[src/rtl/uart_tx.sv]
// uart_tx: serialises bytes popped from the upstream byte FIFO onto the
// host-link UART line. The frame is 8N1 or 8N2, selected by STOP_BITS.
// Define UART_TX_PARITY_EN to add an even-parity bit, which gives 8E1 or 8E2.
// The serial line and the pop strobe are registered. This keeps the TX pin
// free of glitches.
module uart_tx #(
  parameter int CLOCK_DIV = 12,
  parameter int STOP_BITS = 1
) (
  input  logic       clock,
  input  logic       reset,
  input  logic [7:0] data_i,
  input  logic       data_ready_i,
  output logic       data_read_o,
  output logic       tx_o,
  output logic       busy_o
);

  localparam int DIV_W = (CLOCK_DIV > 1) ? $clog2(CLOCK_DIV) : 1;
  localparam logic [DIV_W-1:0] DIV_LAST  = DIV_W'(CLOCK_DIV - 1);
  localparam logic [2:0]       STOP_LAST = 3'(STOP_BITS - 1);

  typedef enum logic [2:0] {
    IDLE   = 3'd0,
    START  = 3'd1,
    DATA   = 3'd2,
`ifdef UART_TX_PARITY_EN
    PARITY = 3'd3,
`endif
    STOP   = 3'd4
  } state_t;

  state_t           state_reg, state_next;
  logic [DIV_W-1:0] div_cnt_reg, div_cnt_next;
  logic [2:0]       bit_cnt_reg, bit_cnt_next;
  logic [7:0]       shift_reg, shift_next;
  logic             read_reg, read_next;
  logic             tx_reg, tx_next;
  logic             bit_end;
  logic             load;

`ifdef UART_TX_PARITY_EN
  // The parity of the incoming byte is computed at pop time.
  // The shift register is empty by the time the parity bit goes out.
  logic       parity_reg, parity_next;
  logic [8:0] par_chain;

  assign par_chain[0] = 1'b0;
  genvar gi;
  generate
    for (gi = 0; gi < 8; gi++) begin : g_par
      assign par_chain[gi+1] = par_chain[gi] ^ data_i[gi];
    end
  endgenerate
`endif

  // The last cycle of the current bit period.
  assign bit_end = (div_cnt_reg == DIV_LAST);

  // Next-state logic: the bit timing, bit indexing, and fetching the next byte.
  always_comb begin
    state_next   = state_reg;
    div_cnt_next = div_cnt_reg;
    bit_cnt_next = bit_cnt_reg;
    shift_next   = shift_reg;
    read_next    = 1'b0;
    load         = 1'b0;
`ifdef UART_TX_PARITY_EN
    parity_next  = parity_reg;
`endif

    unique case (state_reg)
      IDLE: begin
        if (data_ready_i) load = 1'b1;
      end
      START: begin
        if (bit_end) begin
          div_cnt_next = '0;
          bit_cnt_next = 3'd0;
          state_next   = DATA;
        end else begin
          div_cnt_next = div_cnt_reg + DIV_W'(1);
        end
      end
      DATA: begin
        if (bit_end) begin
          div_cnt_next = '0;
          shift_next   = {1'b0, shift_reg[7:1]};
          if (bit_cnt_reg == 3'd7) begin
            bit_cnt_next = 3'd0;
`ifdef UART_TX_PARITY_EN
            state_next   = PARITY;
`else
            state_next   = STOP;
`endif
          end else begin
            bit_cnt_next = bit_cnt_reg + 3'd1;
          end
        end else begin
          div_cnt_next = div_cnt_reg + DIV_W'(1);
        end
      end
`ifdef UART_TX_PARITY_EN
      PARITY: begin
        if (bit_end) begin
          div_cnt_next = '0;
          bit_cnt_next = 3'd0;
          state_next   = STOP;
        end else begin
          div_cnt_next = div_cnt_reg + DIV_W'(1);
        end
      end
`endif
      STOP: begin
        if (bit_end) begin
          div_cnt_next = '0;
          if (bit_cnt_reg == STOP_LAST) begin
            bit_cnt_next = 3'd0;
            // Chain straight into the next frame when the FIFO has data.
            if (data_ready_i) load = 1'b1;
            else              state_next = IDLE;
          end else begin
            bit_cnt_next = bit_cnt_reg + 3'd1;
          end
        end else begin
          div_cnt_next = div_cnt_reg + DIV_W'(1);
        end
      end
      default: begin
        state_next = IDLE;
      end
    endcase

    // A pop happens only in IDLE or on the final stop cycle.
    // So the strobe can never be high on two consecutive cycles.
    if (load) begin
      shift_next   = data_i;
      read_next    = 1'b1;
      state_next   = START;
      div_cnt_next = '0;
      bit_cnt_next = 3'd0;
`ifdef UART_TX_PARITY_EN
      parity_next  = par_chain[8];
`endif
    end
  end

  // The line level for the cycle after the edge follows from the next state.
  always_comb begin
    tx_next = 1'b1;
    unique case (state_next)
      START:   tx_next = 1'b0;
      DATA:    tx_next = shift_next[0];
`ifdef UART_TX_PARITY_EN
      PARITY:  tx_next = parity_reg;
`endif
      default: tx_next = 1'b1;
    endcase
  end

  // State and datapath registers. Reset drops any frame in flight.
  always_ff @(posedge clock or posedge reset) begin
    if (reset) begin
      state_reg   <= IDLE;
      div_cnt_reg <= '0;
      bit_cnt_reg <= 3'd0;
      shift_reg   <= 8'd0;
      read_reg    <= 1'b0;
      tx_reg      <= 1'b1;
`ifdef UART_TX_PARITY_EN
      parity_reg  <= 1'b0;
`endif
    end else begin
      state_reg   <= state_next;
      div_cnt_reg <= div_cnt_next;
      bit_cnt_reg <= bit_cnt_next;
      shift_reg   <= shift_next;
      read_reg    <= read_next;
      tx_reg      <= tx_next;
`ifdef UART_TX_PARITY_EN
      parity_reg  <= parity_next;
`endif
    end
  end

  assign data_read_o = read_reg;
  assign tx_o        = tx_reg;
  assign busy_o      = (state_reg != IDLE);

endmodule

[config.mk]
export PLATFORM = sky130hd
export DESIGN_NAME = uart_tx
export DESIGN_NICKNAME = d
export VERILOG_FILES = /design/src/rtl/uart_tx.sv
export SDC_FILE = /design/constraint.sdc
export NUM_CORES = 1
export LEC_CHECK = 0
export BUFFER_PORTS_ARGS = -buffer_cell sky130_fd_sc_hd__buf_4
export CORE_AREA = 2 2 46 48
export CTS_BUF_LIST = sky130_fd_sc_hd__clkbuf_2 sky130_fd_sc_hd__clkbuf_4 sky130_fd_sc_hd__clkbuf_8
export DETAILED_ROUTE_END_ITERATION = 10
export DIE_AREA = 0 0 48 50
export PLACE_DENSITY = 0.92
export SKIP_LAST_GASP = 1
export SLEW_MARGIN = 30
export SYNTH_ARGS = -nofsm -noshare
export SYNTH_HDL_FRONTEND = slang
export SYNTH_SLANG_ARGS = --single-unit
[constraint.sdc]
create_clock -name clock -period 5.2 [get_ports clock]
set_clock_uncertainty 0.15 [all_clocks]
set_input_delay 1.04 -clock clock [delete_from_list [all_inputs] [get_ports clock]]
set_output_delay 1.04 -clock clock [all_outputs]
set_load 0.05 [all_outputs]
; Yosys cells after proc, flatten, opt, wreduce, memory -nomap -nowiden
; Cells that the tools add are included.
[totals]
latchBits = 0
ram_bits = 0
memories = 0
word_cells = 56
out_inout_bits = 3
romBits = 0
inputBits = 11
ff_bits = 20
[op_classes]
order_cmp = 0
bitwise = 0
n_reduce_logical = 10
shift = 0
div_mod_pow = 0
eq_ne = 10
addsub = 2
multipliers = 0
mux = 27
[op_table]
columns = operator, count
row1 = 2-to-1 mux 3 bit, 13
row2 = 2-to-1 mux 8 bit, 3
row3 = 2-to-1 mux 4 bit, 3
row4 = one-hot mux 3 bit (4 select lines), 1
row5 = inequality test 3 bit (second input constant), 3
row6 = one-hot mux 3 bit (3 select lines), 1
row7 = == test 3 x 1 -> 1 bit (second input constant), 2
row8 = == test 3 x 2 -> 1 bit (second input constant), 2
row9 = == test 3 bit (second input constant), 2
row10 = logical NOT 3 bit, 2
row11 = nonzero test 2 bit, 3
row12 = adder 4 x 1 -> 4 bit (second input constant), 1
row13 = == test 4 bit (second input constant), 1
row14 = 2-to-1 mux 1 bit, 4
row15 = one-hot mux 1 bit (2 select lines), 2
row16 = AND reduction 4 bit, 1
row17 = nonzero test 4 bit, 1
row18 = adder 3 x 1 -> 3 bit (second input constant), 1
row19 = nonzero test 3 bit, 1
row20 = OR reduction 3 bit, 1
row21 = AND reduction 2 bit, 1

; Longest topological paths before layout
; Gate-level depths: netlist (run 1).
[logic_depth]
depth_word = 7
ltp_mapped = 7
ltp_nobuf = 7

; Least setup slack after synthesis (run 1)
; OpenSTA, ideal clock, no wires.
[synth_path]
path_type = register to output
from = register state_reg[1]
to = output busy_o
path_slack_ns = 2.973
path_stages_with_launch = 4
n_path_buf = 1
t_required_ns = 4.010
arrival_ns = 1.037
cell_sequence = dfrtp_1 > buf_4 > nor2_2 > nand2_1
[synth_between]
elab_chain_len = 1
[synth_lines]
columns = element, line
row1 = from (decl), 33  ; state_t state_reg, state_next;
row2 = from (signal assigned), 174  ; state_reg <= state_next;
row3 = nonzero test 3 bit, 188  ; assign busy_o = (state_reg != IDLE);
row4 = to (decl), 16  ; output logic busy_o
; No other way between the ends.

; Final worst setup path (run 1)
[layout_path]
from = register state_reg[2]
to = output busy_o
; The elaborated chain is that of the path after synthesis.

==> results of run 1 <==
[cells in the final DEF, fill, tap and decap left out, types with 2 or more instances in the layout]
master    synthesis  final
o21ai_1           2      2
and2_1            7      7
a221o_1           6      6
mux2i_1           3      3
inv_1             6      6
a21oi_1           3      3
dfrtp_1          19     19
nor2_1            9      9
nor3b_1           2      2
mux2_1            2      2
nand2_1           4      4
xnor2_1           3      3
o21a_1            2      2
nand3b_4          2      2
nor3_1            4      4
buf_4             1     13
ha_1              4      4
nand3_1           2      2
clkbuf_4          0      3
a21oi_2           2      2
[how the worst max path moves through the flow]
stage,end,cells after the start,slack (ns),startpoint
after floorplan,busy_o,3,2.97,state_reg[1]
after global placement,bit_cnt_reg[1],5,2.95,data_ready_i
after detailed placement,bit_cnt_reg[1],5,2.90,data_ready_i
after CTS,busy_o,3,2.58,state_reg[2]
after global routing,busy_o,3,2.48,state_reg[2]
final,busy_o,3,2.55,state_reg[2]
[logic make-up (layout without fill, tap and decap cells)]
kind of cell             Yosys count  count (layout)  synth area share
AO/OA/AOI/OAI                     21              21            0.1471
adder cells (fa/ha/maj)            5               5           0.05379
flip-flops                        20              20            0.4402
buffers and inverters             10              24           0.03842
XOR/XNOR                           3               3           0.02306
AND/OR/NAND/NOR                   41              41            0.2514
multiplexers                       5               5           0.04610
[area by class of cell]
| type | instances | area (sq um) |
|---|---|---|
| tap | 27 | 33.78 |
| clock inverter | 1 | 30.03 |
| clock buffer | 3 | 22.52 |
| inverter | 7 | 26.28 |
| multi-input combinational | 75 | 594.3 |
| fill | 146 | 595.6 |
| timing repair buffer | 13 | 97.59 |
| sequential | 20 | 501.7 |
[worst max-delay path, cell delays in order, from the launching register on]
cell and delay [ns]:
dfrtp_1 0.70, inv_1 0.17, nand2_1 0.09, buf_4 0.19
[layer usage]
layer  vias to the layer above  track usage  wire length, um
met4                         0      0.09009               59
met5                         -            0                0
met3                         9      0.03663               74
met2                        21       0.3022             1036
met1                       392       0.3143              987
li1                        406            -                -
[power by group through the flow]
stage               combinational [mW]  clock [mW]  sequential (mW)
finish                         0.00950       0.126            0.156
global route                    0.0107       0.134            0.156
CTS                            0.00973       0.127            0.156
detailed placement             0.00973           0            0.158
global placement               0.00924           0            0.158
floorplan                      0.00270           0            0.158
[stage by stage]
step                        util  hold WS (ns)  worst slack, ns  std cells
after floorplan                -        0.3204            2.973        105
after global placement    0.6592        0.3398            2.952        142
after detailed placement  0.6592        0.3409            2.905        142
after CTS                 0.6868        0.3747            2.577        146
after global routing      0.6868        0.3978            2.484        146
final                     0.6868        0.3772            2.553        146
==> flow_metrics.env, run 1 <==
export IMPL_fin_crit_sh=0.5091
export IMPL_syn_area_sq_um=1140
export IMPL_wl_per_cell_um=14.77
export IMPL_cts_setup_buffers=0
export IMPL_cts_tree="built"
export IMPL_port_buffers=13
export IMPL_synth_avg_cell_area_sq_um=10.86
export IMPL_fp_dieW_um=48
export IMPL_holdPathStages=1
export IMPL_hp_start="shift_reg[3]"
export IMPL_ant_nets=0
export IMPL_clk_pin_slew_ns=0.12
export IMPL_antenna_found_initial=0
export IMPL_status="finished clean"
export IMPL_hp_class="reg2reg"
export IMPL_leakage_nw=0.6330
export IMPL_slew_headroom=0.5061
export IMPL_htreeDepth=1
export IMPL_p_comb_frac=0.033
export IMPL_post_cts_resized=0
export IMPL_cts_root_buf="clkbuf_4"
export IMPL_dr_pass1_iters=4
export IMPL_hold_path_endpoint="shift_reg[3]"
export IMPL_fin_tns_setup_ns=0
export IMPL_first_global_vias=783
export IMPL_mappedNetlistNets=120
export IMPL_clockPowerShare=0.433
export IMPL_slew_viol_final=0
export IMPL_async_reset_ff_frac=1.000
export IMPL_synthTopCellsByArea="dfrtp_1 (42%), a221o_1 (5.3%), ha_1 (4.4%)"
export IMPL_switching_share=0.1806
export IMPL_gr_total_overflow=0
export IMPL_arrival_ns=1.46
export IMPL_min_period_ns=2.647
export IMPL_ff2ff_path_depth=4
export IMPL_synth_edf_count=0
export IMPL_setup_viol_count_final=0
export IMPL_seqPwrFrac=0.534
export IMPL_largest_reg_flops=8
export IMPL_crit_path_end_kind="output port"
export IMPL_core_area_sq_um=1902
export IMPL_start_util=0.5993
export IMPL_power_switching_mw=0.05256
export IMPL_insertedDiodeCount=0
export IMPL_critPathRequiredTime_ns=4.01
export IMPL_rows=16
export IMPL_cap_violations=0
export IMPL_synth_common_cells="dfrtp_1 (19), nor2_1 (9), and2_1 (7)"
export IMPL_final_cell_area_sq_um=1306
export IMPL_clock_latency_ns=0.31
export IMPL_grt_pass1_wl_mm=3.608
export IMPL_die_h_um=50
export IMPL_p_per_area_nw_per_um2=222.8
export IMPL_max_slew_worst_pin_slew_ns=0.7400
export IMPL_place_congestion=0.8916
export IMPL_ios=14
export IMPL_dp_hpwl_mm=1.612
export IMPL_hold_viol_final=0
export IMPL_rsz0062_at_grt="no"
export IMPL_synth_largest_area_cell="dfrtp_1"
export IMPL_ir_worst_vdd_mv=0.1689
export IMPL_clock_sinks=20
export IMPL_r2r_start="state_reg[2]"
export IMPL_drc=0
export IMPL_clockBufferDepth=2
export IMPL_max_freq_ghz=0.3777
export IMPL_critical_path_class="reg2out"
export IMPL_nNetsFinal=135
export IMPL_area_growth_pct=14.60
export IMPL_postSynthCellCount=105
export IMPL_drt_iter0_drc=14
export IMPL_viasPerCell=5.671
export IMPL_crit_path_start_kind="flip-flop"
export IMPL_synth_top_cell_area_share=0.4171
export IMPL_cts_hold_buf=0
export IMPL_yosys_warnings=0
export IMPL_synth_seq_cells=20
export IMPL_track_usage=0.2129
export IMPL_synth_flop_cell="dfrtp_1"
export IMPL_ys_types=40
export IMPL_worstPathMaxFanout=15
export IMPL_die_area_sq_um=2400
export IMPL_numCtsBuffers=3
export IMPL_grt_max_degree=21
export IMPL_dpl_cell_area_sq_um=1254
export IMPL_internal_power_mw=0.2385
export IMPL_total_power_mw=0.2911
export IMPL_yosysMostFrequentCell="dfrtp_1"
export IMPL_routed_wl_mm=2.157
export IMPL_dr_total_vias=828
export IMPL_r2r_end="bit_cnt_reg[0]"
export IMPL_yosysSeqAreaShare=0.4402
export IMPL_regToRegSetupSlack_ns=3.15
export IMPL_drive_gt1_frac=0.2605
Note: power is estimated with default switching activity, not from simulation.
==> run 2, diff against run 1 <==
--- a/config.mk
+++ b/config.mk
@@ -5,12 +5,13 @@
 export SDC_FILE = /design/constraint.sdc
 export NUM_CORES = 1
 export LEC_CHECK = 0
+export ABC_AREA = 1
 export BUFFER_PORTS_ARGS = -buffer_cell sky130_fd_sc_hd__buf_4
-export CORE_AREA = 2 2 46 48
+export CORE_AREA = 2 2 53 55
 export CTS_BUF_LIST = sky130_fd_sc_hd__clkbuf_2 sky130_fd_sc_hd__clkbuf_4 sky130_fd_sc_hd__clkbuf_8
 export DETAILED_ROUTE_END_ITERATION = 10
-export DIE_AREA = 0 0 48 50
-export PLACE_DENSITY = 0.92
+export DIE_AREA = 0 0 55 57
+export PLACE_DENSITY = 0.84
 export SKIP_LAST_GASP = 1
 export SLEW_MARGIN = 30
 export SYNTH_ARGS = -nofsm -noshare
==> constraint.sdc (replaced) <==
create_clock -name clock -period 2.35 [get_ports clock]
set_clock_uncertainty 0.15 [all_clocks]
set_input_delay 0.47 -clock clock [delete_from_list [all_inputs] [get_ports clock]]
set_output_delay 0.47 -clock clock [all_outputs]
set_load 0.05 [all_outputs]
==> flow_metrics.env, run 2 <==
export IMPL_cp_top_family="flip-flops"
export IMPL_layout_setup_ws_ns=0.3818
export IMPL_fp_dieW_um=55
export IMPL_clk_pin_slew_ns=0.12
export IMPL_setup_viol_count_final=0
export IMPL_slew_viol_final=0
export IMPL_max_stage_delay_ns=0.47
export IMPL_rows=19
export IMPL_postSynthCellCount=146
export IMPL_largest_reg_flops=8
export IMPL_drive_gt1_frac=0.3436
export IMPL_async_reset_ff_frac=1.000
export IMPL_yosysMostFrequentCell="nand2_1"
export IMPL_dpl_cell_area_sq_um=1436
export IMPL_cts_root_buf="clkbuf_4"
export IMPL_die_h_um=57
export IMPL_post_cts_resized=0
export IMPL_numCtsBuffers=3
export IMPL_dp_hpwl_mm=1.870
export IMPL_p_per_area_nw_per_um2=975.3
export IMPL_track_usage=0.1851
export IMPL_htreeDepth=1
export IMPL_nNetsFinal=179
export IMPL_layout_common_cells="nand2_1 (38), dfrtp_1 (19), inv_1 (15), buf_4 (13), nor2_1 (11)"
export IMPL_crit_path_end_kind="output port"
export IMPL_synth_flop_cell="dfrtp_1"
export IMPL_gr_total_overflow=0
export IMPL_synth_avg_cell_area_sq_um=8.904
export IMPL_crit_path_start_kind="flip-flop"
export IMPL_rsz0062_at_grt="no"
export IMPL_ios=14
export IMPL_critPathBufInv=1
export IMPL_min_period_ns=1.968
export IMPL_dr_pass1_iters=4
export IMPL_cp_cell_sequence="nor2_4 -> nand2_1 -> buf_4"
export IMPL_nFillCells=242
export IMPL_yosysSeqAreaShare=0.3859
export IMPL_grt_pass1_wl_mm=4.209
export IMPL_critical_path_class="reg2out"
export IMPL_final_common_cell="nand2_1"
export IMPL_crit_path_top_delay_cell="dfrtp_1"
export IMPL_preCtsSetupSlack_ns=0.6773
export IMPL_yosys_warnings=0
export IMPL_clock_latency_ns=0.30
export IMPL_worstPathMaxFanout=4
export IMPL_cts_hold_buf=0
export IMPL_ir_worst_vdd_mv=0.5582
export IMPL_max_freq_ghz=0.5081
export IMPL_cap_violations=0
export IMPL_leakage_nw=0.7918
export IMPL_ant_nets=0
export IMPL_place_congestion=0.8387
export IMPL_drt_iter0_drc=12
export IMPL_synth_common_cells="nand2_1 (38), dfrtp_1 (19), inv_1 (15)"
export IMPL_postLayoutCoreUtil=0.5632
export IMPL_insertedDiodeCount=0
export IMPL_mappedNetlistNets=161
export IMPL_cts_tree="built"
export IMPL_fin_tns_setup_ns=0
export IMPL_die_area_sq_um=3135
export IMPL_clock_sinks=20
export IMPL_arrival_ns=1.35
export IMPL_max_slew_worst_pin_slew_ns=0.7350
export IMPL_status="finished clean"
export IMPL_syn_area_sq_um=1300
export IMPL_slew_headroom=0.5094
export IMPL_final_cell_area_sq_um=1473
export IMPL_antenna_found_initial=0
export IMPL_grt_max_degree=21
export IMPL_hold_viol_final=0
export IMPL_start_util=0.4971
export IMPL_synth_largest_area_cell="dfrtp_1"
export IMPL_cts_setup_buffers=0
export IMPL_synth_edf_count=0
export IMPL_clockBufferDepth=2
export IMPL_area_growth_pct=13.28
export IMPL_viasPerCell=5.036
export IMPL_port_buffers=13
export IMPL_hp_class="in2async"
export IMPL_fin_crit_sh=0.8375
export IMPL_synthTopCellsByArea="dfrtp_1 (37%), nand2_1 (11%), nand3_2 (6.2%)"
export IMPL_wl_per_cell_um=12.03
export IMPL_core_area_sq_um=2615
export IMPL_synth_top_cell_area_share=0.3657
export IMPL_dr_total_vias=977
export IMPL_routed_wl_mm=2.334
export IMPL_synth_seq_cells=20
export IMPL_drc=0
export IMPL_first_global_vias=1019
export IMPL_critPathRequiredTime_ns=1.73
export IMPL_ys_types=26
==> run 2: changes by cell type after synthesis, sizes merged, moves of 3 or more <==
cell / previous run / this run
nor3: 5 / 0
mux2i: 3 / 0
a221o: 6 / 0
xnor2: 3 / 0
a21oi: 5 / 2
nand2: 4 / 53
nor3b: 3 / 0
inv: 7 / 19
nor2: 11 / 17
and2: 7 / 1
buf: 3 / 0
nand3: 2 / 20
==> run 2: path summary, 6_finish.rpt <==
check                                     from              to  slack, ns  cells past startpoint
worst max register to register  div_cnt_reg[0]  div_cnt_reg[0]       0.69                      8
worst min register to register    shift_reg[5]    shift_reg[5]       0.36                      2
worst max-delay path              state_reg[1]          busy_o       0.38                      3
max in group asynchronous                reset  div_cnt_reg[0]       1.45                      2
worst min-delay path                     reset    shift_reg[2]       0.13                      2
min in group clock                   data_i[7]    shift_reg[7]       0.21                      3
==> run 2: kinds of logic after synthesis <==
kind of cell,after synthesis,share of synthesized area
adders and majority gates,4,0.03850
and+or+nand+nor,92,0.4543
xor gates and xnor gates,2,0.01348
DFF,20,0.3860
AOI/OAI and AO/OA,9,0.05102
buffers and inverters,19,0.05678
==> run 2: layout make-up <==
cell class                      count  area, sq um  area share
Inverter                           19        73.82     0.05013
Multi-Input combinational cell    107        724.4      0.4919
Sequential cell                    20        501.7      0.3407
Tap cell                           31        38.79     0.02634
Timing Repair Buffer               13        97.59     0.06627
Clock buffer                        4        36.28     0.02464
==> run 2: metrics by stage <==
stage               power [mW]  hold WS, ns  std cells
floorplan                1.105       0.2831        146
global placement         1.220       0.3252        190
detailed placement       1.252       0.3258        190
CTS                      1.454       0.1661        194
global route             1.556       0.2022        194
finish                   1.436       0.1341        194
==> run 2: per-layer routing <==
metal	global-route usage	wire length [um]
met4	0.09756	68
met2	0.3197	1213
met3	0.02356	57
met5	0	0
met1	0.2154	994
==> run 2: power by group <==
part,total (mW),switching (mW),internal [mW]
clock network,0.199,0.105,0.0945
registers,0.572,0.102,0.471
logic,0.665,0.420,0.245
total,1.44,0.626,0.811
==> run 3, diff against run 2 <==
--- a/config.mk
+++ b/config.mk
@@ -7,11 +7,11 @@
 export LEC_CHECK = 0
 export ABC_AREA = 1
 export BUFFER_PORTS_ARGS = -buffer_cell sky130_fd_sc_hd__buf_4
-export CORE_AREA = 2 2 53 55
+export CORE_AREA = 2 2 50 52
 export CTS_BUF_LIST = sky130_fd_sc_hd__clkbuf_2 sky130_fd_sc_hd__clkbuf_4 sky130_fd_sc_hd__clkbuf_8
 export DETAILED_ROUTE_END_ITERATION = 10
-export DIE_AREA = 0 0 55 57
-export PLACE_DENSITY = 0.84
+export DIE_AREA = 0 0 52 54
+export PLACE_DENSITY = 0.88
 export SKIP_LAST_GASP = 1
 export SLEW_MARGIN = 30
 export SYNTH_ARGS = -nofsm -noshare
==> constraint.sdc (replaced) <==
create_clock -name clock -period 1.94 [get_ports clock]
set_clock_uncertainty 0.15 [all_clocks]
set_input_delay 0.388 -clock clock [delete_from_list [all_inputs] [get_ports clock]]
set_output_delay 0.388 -clock clock [all_outputs]
set_load 0.05 [all_outputs]
==> flow_metrics.env, run 3 (synthesis results as in run 2) <==
export IMPL_fin_crit_sh=0.9581
export IMPL_critical_path_cell_count=3
export IMPL_ir_worst_vdd_mv=0.7555
export IMPL_drive_gt1_frac=0.3593
export IMPL_dr_pass1_iters=4
export IMPL_critical_path_class="reg2out"
export IMPL_total_power_mw=1.896
export IMPL_antenna_found_initial=0
export IMPL_max_freq_ghz=0.5380
export IMPL_grt_max_degree=21
export IMPL_crit_path_end_kind="output port"
export IMPL_gr_total_overflow=0
export IMPL_cp_cell_sequence="nor2_4 -> nand2_1 -> buf_4"
export IMPL_cts_root_buf="clkbuf_4"
export IMPL_max_stage_delay_ns=0.48
export IMPL_r2r_end="div_cnt_reg[3]"
export IMPL_ant_nets=0
export IMPL_clk_pin_slew_ns=0.13
export IMPL_place_congestion=0.9362
export IMPL_clock_latency_ns=0.31
export IMPL_die_area_sq_um=2808
export IMPL_dpl_cell_area_sq_um=1443
export IMPL_insertedDiodeCount=0
export IMPL_r2r_start="div_cnt_reg[0]"
export IMPL_numCtsBuffers=3
export IMPL_clockBufferDepth=2
export IMPL_critPathRequiredTime_ns=1.40
export IMPL_hp_class="in2reg"
export IMPL_ios=14
export IMPL_hold_viol_final=0
export IMPL_port_buffers=13
export IMPL_crit_path_top_delay_cell="dfrtp_2"
export IMPL_arrival_ns=1.32
export IMPL_ff2ff_path_depth=8
export IMPL_critPathBufInv=1
export IMPL_rows=18
export IMPL_rsz0062_at_grt="no"
export IMPL_clock_sinks=20
export IMPL_slew_headroom=0.8138
export IMPL_critical_path_startpoint="state_reg[1]"
export IMPL_fin_cells=197
export IMPL_cts_tree="built"
export IMPL_area_growth_pct=17.04
export IMPL_regToRegSetupSlack_ns=0.24
export IMPL_routed_wl_mm=2.496
export IMPL_p_per_area_nw_per_um2=1246
export IMPL_layout_setup_ws_ns=0.08133
export IMPL_start_util=0.5604
export IMPL_cap_violations=0
export IMPL_fp_dieW_um=52
export IMPL_hold_slack_ns=0.1171
export IMPL_track_usage=0.2055
export IMPL_crit_path_start_kind="flip-flop"
export IMPL_cp_endpoint="busy_o"
export IMPL_final_common_cell="nand2_1"
export IMPL_layout_common_cells="nand2_1 (38), dfrtp_1 (18), buf_4 (16), inv_1 (15), nor2_1 (11)"
export IMPL_max_slew_worst_pin_slew_ns=0.2783
export IMPL_htreeDepth=1
export IMPL_die_h_um=54
export IMPL_slew_viol_final=0
export IMPL_nNetsFinal=183
export IMPL_status="finished clean"
export IMPL_viasPerCell=5.254
export IMPL_final_cell_area_sq_um=1521
export IMPL_postLayoutCoreUtil=0.6559
export IMPL_worstPathMaxFanout=4
export IMPL_setup_viol_count_final=0
export IMPL_leakage_nw=0.8152
export IMPL_dp_hpwl_mm=1.930
export IMPL_dp_cells=190
export IMPL_largest_reg_flops=8
export IMPL_cp_top_family="flip-flops"
export IMPL_core_area_sq_um=2320
export IMPL_fin_tns_setup_ns=0
export IMPL_drc=0
export IMPL_first_global_vias=1004
export IMPL_preCtsSetupSlack_ns=0.2595
export IMPL_drt_iter0_drc=12
export IMPL_min_period_ns=1.859
export IMPL_dr_total_vias=1035
export IMPL_wl_per_cell_um=12.67
export IMPL_grt_pass1_wl_mm=4.257
export IMPL_holdPathStages=3
-- run 3: cell count changes in the layout (fill, tap and decap cells not counted) --
cell and change:
bufinv_16 +1, dfrtp_1 -1, dfrtp_2 +1, dlygate4sd3_1 +1, buf_4 +3, clkbuf_8 -1
-- run 3: layer usage --
layer	GRT usage	up-vias	share of wire
li1	-	506	-
met1	0.2478	479	0.41
met2	0.3629	37	0.52
met3	0.03056	13	0.054
met4	0.09211	0	0.022
met5	0	-	0
-- run 3: timing repair --
action | in CTS | in global routing
endpoints found under the setup margin | 1 | 1
pin swaps | 0 | 1
buffers inserted | 0 | 2
hold buffers | 1 | 0
gates resized for setup | 1 | 0
hold endpoints to repair | 19 | 0
-- run 3: final cells by class --
| type | count | area (sq um) |
|---|---|---|
| Clock inverter | 1 | 30.03 |
| Multi-Input combinational cell | 107 | 724.4 |
| Fill cell | 179 | 798.3 |
| Clock buffer | 3 | 22.52 |
| Tap cell | 30 | 37.54 |
| Timing Repair Buffer | 17 | 130.1 |
| Inverter | 19 | 73.82 |
| Sequential cell | 20 | 503.0 |
-- run 3: worst min-delay path by stage --
stage	start	to
finish	data_i[7]	shift_reg[7]
global route	data_i[4]	shift_reg[4]
CTS	data_i[7]	shift_reg[7]
detailed placement	reset	div_cnt_reg[3]
global placement	reset	div_cnt_reg[3]
floorplan	reset	bit_cnt_reg[0]
-- run 3: power breakdown --
group / switching [mW] / internal, mW
combinational: 0.535 / 0.324
sequential: 0.123 / 0.571
clock: 0.134 / 0.209
-- run 3: worst register-to-register path: cells and delay by family (launching register included) --
kind | cells | cell delay [ns]
adder cells (fa/ha/maj) | 1 | 0.27
AND/OR/NAND/NOR | 7 | 0.77
flip-flops | 1 | 0.41
